$ cat src/rtl/mac_seq_ctrl.sv
// Job sequencer and wide signed accumulator around the combinational 16-bit
// projection MAC: registers operand/ctrl lanes, accumulates, returns one result per job.
module mac_seq_ctrl #(
  parameter int INWID   = 4,
  parameter int OUT_BIT = 32,
  parameter int ACC_BIT = 40,
  parameter int LEN_W   = 8
) (
  input  logic                 clk,
  input  logic                 reset,
  input  logic                 start,
  input  logic [LEN_W-1:0]     len,
  input  logic                 op_valid,
  output logic                 op_ready,
  input  logic [INWID*4-1:0]   op_a,
  input  logic [INWID*4-1:0]   op_b,
  input  logic [1:0]           op_code,
  output logic [INWID*4-1:0]   mac_a,
  output logic [INWID*4-1:0]   mac_b,
  output logic [1:0]           mac_ctrl,
  input  logic [OUT_BIT-1:0]   mac_out,
  output logic                 res_valid,
  input  logic                 res_ready,
  output logic [ACC_BIT-1:0]   res_data,
  output logic                 overflow,
  output logic                 busy
);

  typedef enum logic [1:0] {IDLE, RUN, DRAIN, DONE} state_t;

  state_t             state, state_next;
  logic [LEN_W-1:0]   count;
  logic               s1_valid;
  logic [ACC_BIT-1:0] acc;
  logic [ACC_BIT-1:0] addend;
  logic [ACC_BIT-1:0] sum;
  logic               add_ovf;
  logic               xfer;
  logic               start_ok;

  assign xfer     = op_valid && (state == RUN);
  assign start_ok = start && (state == IDLE);
  assign busy     = (state != IDLE);
  assign res_data = acc;

  // Only the negate code yields a signed MAC result; a*b can reach 0xFFFE0001 unsigned.
  always_comb begin
    addend  = {{(ACC_BIT-OUT_BIT){1'b0}}, mac_out};
    if (mac_ctrl == 2'b10)
      addend = {{(ACC_BIT-OUT_BIT){mac_out[OUT_BIT-1]}}, mac_out};
    sum     = acc + addend;
    add_ovf = (acc[ACC_BIT-1] == addend[ACC_BIT-1]) && (sum[ACC_BIT-1] != acc[ACC_BIT-1]);
  end

  always_comb begin
    state_next = state;
    op_ready   = 1'b0;
    res_valid  = 1'b0;
    case (state)
      IDLE: begin
        if (start)
          state_next = (len == '0) ? DONE : RUN;
      end
      RUN: begin
        op_ready = 1'b1;
        if (op_valid && (count == LEN_W'(1)))
          state_next = DRAIN;
      end
      DRAIN: state_next = DONE;
      DONE: begin
        res_valid = 1'b1;
        if (res_ready)
          state_next = IDLE;
      end
      default: state_next = IDLE;
    endcase
  end

  always_ff @(posedge clk) begin
    if (reset)
      state <= IDLE;
    else
      state <= state_next;
  end

  // Idle cycles push a zero ctrl into the MAC so a stale product is never re-added.
  always_ff @(posedge clk) begin
    if (reset) begin
      mac_a    <= '0;
      mac_b    <= '0;
      mac_ctrl <= '0;
      s1_valid <= 1'b0;
      count    <= '0;
      acc      <= '0;
      overflow <= 1'b0;
    end else begin
      if (xfer) begin
        mac_a    <= op_a;
        mac_b    <= op_b;
        mac_ctrl <= op_code;
        s1_valid <= 1'b1;
        count    <= count - LEN_W'(1);
      end else begin
        mac_ctrl <= 2'b00;
        s1_valid <= 1'b0;
      end
      if (start_ok) begin
        acc      <= '0;
        overflow <= 1'b0;
        count    <= len;
      end else if (s1_valid) begin
        acc <= sum;
        if (add_ovf)
          overflow <= 1'b1;
      end
    end
  end

endmodule

$ cat config.mk
export PLATFORM = sky130hd
export DESIGN_NAME = mac_seq_ctrl
export DESIGN_NICKNAME = d
export VERILOG_FILES = /design/src/rtl/mac_seq_ctrl.sv
export SDC_FILE = /design/constraint.sdc
export NUM_CORES = 1
export LEC_CHECK = 0
export ABC_AREA = 0
export BUFFER_PORTS_ARGS = -buffer_cell sky130_fd_sc_hd__buf_2
export CORE_AREA = 3 3 95 120
export CTS_CLUSTER_SIZE = 30
export DETAILED_ROUTE_END_ITERATION = 10
export DIE_AREA = 0 0 98 123
export PLACE_DENSITY = 0.8
export SLEW_MARGIN = 5
export SYNTH_ARGS = -nofsm -noshare
export SYNTH_HDL_FRONTEND = slang
export SYNTH_SLANG_ARGS = --single-unit
$ cat constraint.sdc
create_clock -name clk -period 3.8 [get_ports clk]
set_input_delay 0.76 -clock clk [delete_from_list [all_inputs] [get_ports clk]]
set_output_delay 0.76 -clock clk [all_outputs]
set_load 0.02 [all_outputs]
Word-level counts from Yosys, hierarchy flattened

Cells that the tools add are included.
Widths: inputs -> output; s select.

Flip-flop bits (word level): 86
Bits in latches: 0
Memory bits (writable): 0
Memory bits (read-only): 0
Input bits: 79
Output and inout bits: 78
Logic and storage cells: 44
Memories kept: 0

Add/subtract/negate cells: 2
$mul: 0
Div/mod/pow operators: 0
Magnitude comparators: 0
Eq/ne operators: 10
Shift-type cells: 0
Mux-type cells: 11
Bitwise gates (word level): 1
Reduce and logical (&&, ||, !) cells: 12

Operator list:

| kind                | number |
|---|---|
| $add 40x40->40      | 1 |
| $mux 40             | 1 |
| $mux 8              | 2 |
| $eq 8x1->1 const B  | 1 |
| $logic_not 8->1     | 1 |
| $mux 2              | 4 |
| $pmux 2 s4          | 1 |
| $sub 8x1->8 const B | 1 |
| $eq 2x2->1 const B  | 3 |
| $logic_and 1x1->1   | 4 |
| $ne 2x2->1 const B  | 2 |
| $reduce_bool 2->1   | 2 |
| $reduce_or 2->1     | 2 |
| $mux 1              | 3 |
| $reduce_and 3->1    | 1 |
| $eq 2x1->1 const B  | 1 |
| $logic_not 2->1     | 1 |
| $ne 2x1->1 const B  | 1 |
| $reduce_and 2->1    | 1 |
| $eq 1x1->1          | 1 |
| $ne 1x1->1          | 1 |
| $not 1->1           | 1 |

Longest topological paths before layout

Word-level depth: 6
Mapped depth: 12
Gate-level depth less buffers: 12

Worst setup path after synthesis

Ideal clock, no wire load.

Path kind: input port to flip-flop
Start: input port mac_out[0]
End: register acc[32], in the netlist res_data[32]
Library setup time: 0.117 ns
Data arrival time: 2.886 ns
Required time: 3.683 ns
Setup slack: 0.797 ns
Cell stages on the path: 11
Path buffers: 0
Cells stage by stage: ha_1 -> fa_1 -> a21o_1 -> a31oi_1 -> nor4_1 -> nor2_2 -> a21bo_2 -> a21o_1 -> a21oi_1 -> or3_1 -> a32o_1

Cells in the longest elaborated chain, start to end: 2

Ends and longest elaborated chain:

| item                 | line | source |
|---|---|---|
| from (decl)          | 21   | `input logic [OUT_BIT-1:0] mac_out,` |
| $mux 40              | 49   | `if (mac_ctrl == 2'b10)` |
| $add 40x40->40       | 51   | `sum = acc + addend;` |
| to (signal assigned) | 112  | `acc <= sum;` |
| to (decl)            | 34   | `logic [ACC_BIT-1:0] acc;` |

Every way passes these cells.
A chain may end at the register's enable or synchronous reset.

Final worst setup path

Start: input port mac_out[0]
End: register acc[36], in the netlist res_data[36]

The elaborated chain is that of the path after synthesis.

==> results_dict.tcl <==
set metrics [dict create \
    firstDrtPassIters 4 \
    synth_seq_area_share 0.317 \
    path_cells "buf_2 > ha_1 > fa_1 > a21o_1 > a31oi_1 > nor4_1 > nor2_2 > a21bo_2 > a21o_1 > a21oi_1 > or3_1 > a32o_1" \
    cts_made_buffers 9 \
    rows 42 \
    drtAntennaViolNets 0 \
    worst_slack_ns 0.800 \
    skew_ns 0.00668 \
    maxSlewHeadroom 0.344 \
    vias 5489 \
    synth.area.top_cells "dfxtp_1 32%, ha_1 11%, a21oi_1 8.2%" \
    hold_buffers 0 \
    ios 157 \
    fp.dieW_um 98 \
    ys_warn_count 0 \
    yosysTopAreaCell "dfxtp_1" \
    dp_slack_ns 0.457 \
    whs_ns 0.454 \
    core_mm2 0.0105 \
    irDropWorstVdd_v 0.000373 \
    rsz0062_at_grt "false" \
    clkPwrFrac 0.304 \
    leakagePower_uw 0.00300 \
    place.gp.congestion 0.900 \
    swShare 0.377 \
    vias_per_cell 5.74 \
    fin_crit_ns 3.00 \
    hpwlAfterDp_um 11500 \
    post_cts_buffers 0 \
    synthTopCellsByCount "108 x nand2_1, 89 x a21oi_1, 86 x dfxtp_1" \
    crit_top_cell "a21o_1" \
    rr_startpoint "res_data[0]" \
    outcome "finished, final reports clean" \
    clk_latency_ns 0.34 \
    fp.dieArea_mm2 0.0121 \
    cap_viol_max_count 0 \
    netlist_area_mm2 0.00544 \
    grt_pass1_wl_um 23700 \
    cts_buffer_depth 2 \
    p_comb_frac 0.328 \
    netlist_instances 672 \
    synth-async-reset-ratio 0 \
    synth_flop_cell "dfxtp_1" \
    diodes 0 \
    synth.most_common_cell "nand2_1" \
    worst_slew_pin_slew_ns 0.982 \
    critPathRequiredTime_ns 4.04 \
    portBuffers 156 \
    hold_path_class "flop to flop" \
    design_area_mm2 0.00661 \
    synthToLayoutAreaGrowth_pct 21.6 \
    crit_type "input pin to flop" \
    crit_buf_inv 1 \
    max_freq_mhz 333 \
    period_share 0.790 \
    routedWlPerCell_um 15.4 \
    cts_tree "built" \
    fp.dieH_um 123 \
    clk_pin_slew_ns 0.07 \
    htreeDepth 3 \
    cts.repair.resized 0 \
    hold_viol_final 0 \
    finalSetupViolCount 0 \
    cellPowerDensity_mw_per_mm2 445 \
    synth-edff-count 0 \
    first_iter_violations 271 \
    globalRouteOverflowTotal 0 \
    grt_max_degree 38 \
    power_switching_uw 1110 \
    routed_wl_um 14700 \
    cp.arrival_ns 3.24 \
    cp-start-kind "input pin" \
    crit_path_start "mac_out[0]" \
    power_frac_seq 0.368 \
    antenna_found_initial 0 \
    synth.distinct_cells 70 \
    postPlaceCellArea_mm2 0.00631 \
    ys_ff_latch 86 \
    synth.avg_cell_area_um2 8.09 \
    drc_errors 0 \
    track_usage 0.239 \
    final_util 0.632 \
    drv_slew 0 \
    worstHoldStart "mac_a[5]" \
    cts.sinks 86 \
    end_kind "flop" \
    cpMaxStageDelayCell "fa_1" \
    cts_root_buffer "clkbuf_16" \
    layout.nets 945 \
    synth_top_area_share 0.317 \
    drive_gt1_frac 0.251 \
    setup_tns_ns 0 \
    worst-path-max-fanout 4 \
    crit_family "compound AO/OA/AOI/OAI gates" \
    max_stage_delay_ns 0.43 \
    syn_nets 798 \
    start_util 0.520 \
    first_global_vias 5328 \
    reg2reg_slack_ns 1.00 \
    p_int_uw 1840 \
]
cells in the final DEF (no fill, tap or decap), drive strengths merged, types with 7 or more instances in the layout:
master,Yosys,layout
a211oi,11,11
a21o,18,18
a21oi,90,90
buf,10,165
clkbuf,19,9
dfxtp,86,86
ha,46,46
inv,15,21
mux2i,19,19
nand2,110,110
nand3,16,16
nor2,55,55
nor3,11,11
o211ai,10,10
o21ai,31,31
o21bai,7,7
or3,7,7
xnor2,23,23
xor2,10,10
stage by stage:
stage	power, uW	instances
final	2950	956
after global routing	3110	956
after detailed placement	2070	940
after global placement	2030	940
after CTS	2960	956
after floorplan	1790	672
sequential cells by signal (all words and copies together) (netlist names):
register,cells
res_data,40
count,8
mac_a,16
mac_ctrl,2
overflow,1
mac_b,16
state,2
s1_valid,1
worst min-delay path, delay by kind of cell (launching register included):
family,cells,cell delay [ns]
and+or+nand+nor,1,0.05
AOI/OAI and AO/OA,1,0.05
DFF,1,0.31
cells by family after synthesis:
| kind of cell | after synthesis | synth area share |
|---|---|---|
| flops | 86 | 0.317 |
| mux | 19 | 0.0350 |
| xor+xnor | 33 | 0.0531 |
| buf+inv | 45 | 0.0363 |
| fa+ha+maj | 47 | 0.110 |
| simple gates | 232 | 0.193 |
| compound gates | 210 | 0.257 |
path summary, 6_finish.rpt:
kind                                      to  cells after the start
worst min-delay path                mac_a[5]                      2
worst max-delay path            res_data[36]                     12
worst max register to register  res_data[36]                     11
worst min register to register      mac_a[5]                      2
layout make-up:
class,count,area (um2)
clock buffer,9,225
clock inverter,7,72.6
fill,947,3840
inverter,16,60.1
multi-input combinational,541,3520
sequential,86,1720
tap,132,165
timing repair buffer,165,848
power by group through the flow:
stage	Clock (uW)	Sequential, uW	Combinational, uW
2_1_floorplan	0	1170	619
3_3_place_gp	0	1090	937
3_5_place_dp	0	1100	961
4_1_cts	912	1080	966
5_1_grt	941	1100	1070
6_report	895	1080	965
routing by layer:
layer | wire (um) | vias up | GRT usage
met5 | 0 | - | 0
met3 | 1050 | 42 | 0.0514
li1 | - | 2705 | -
met4 | 494 | 0 | 0.119
met2 | 7460 | 214 | 0.435
met1 | 5740 | 2528 | 0.262
Note: power is estimated with default switching activity, not from simulation.
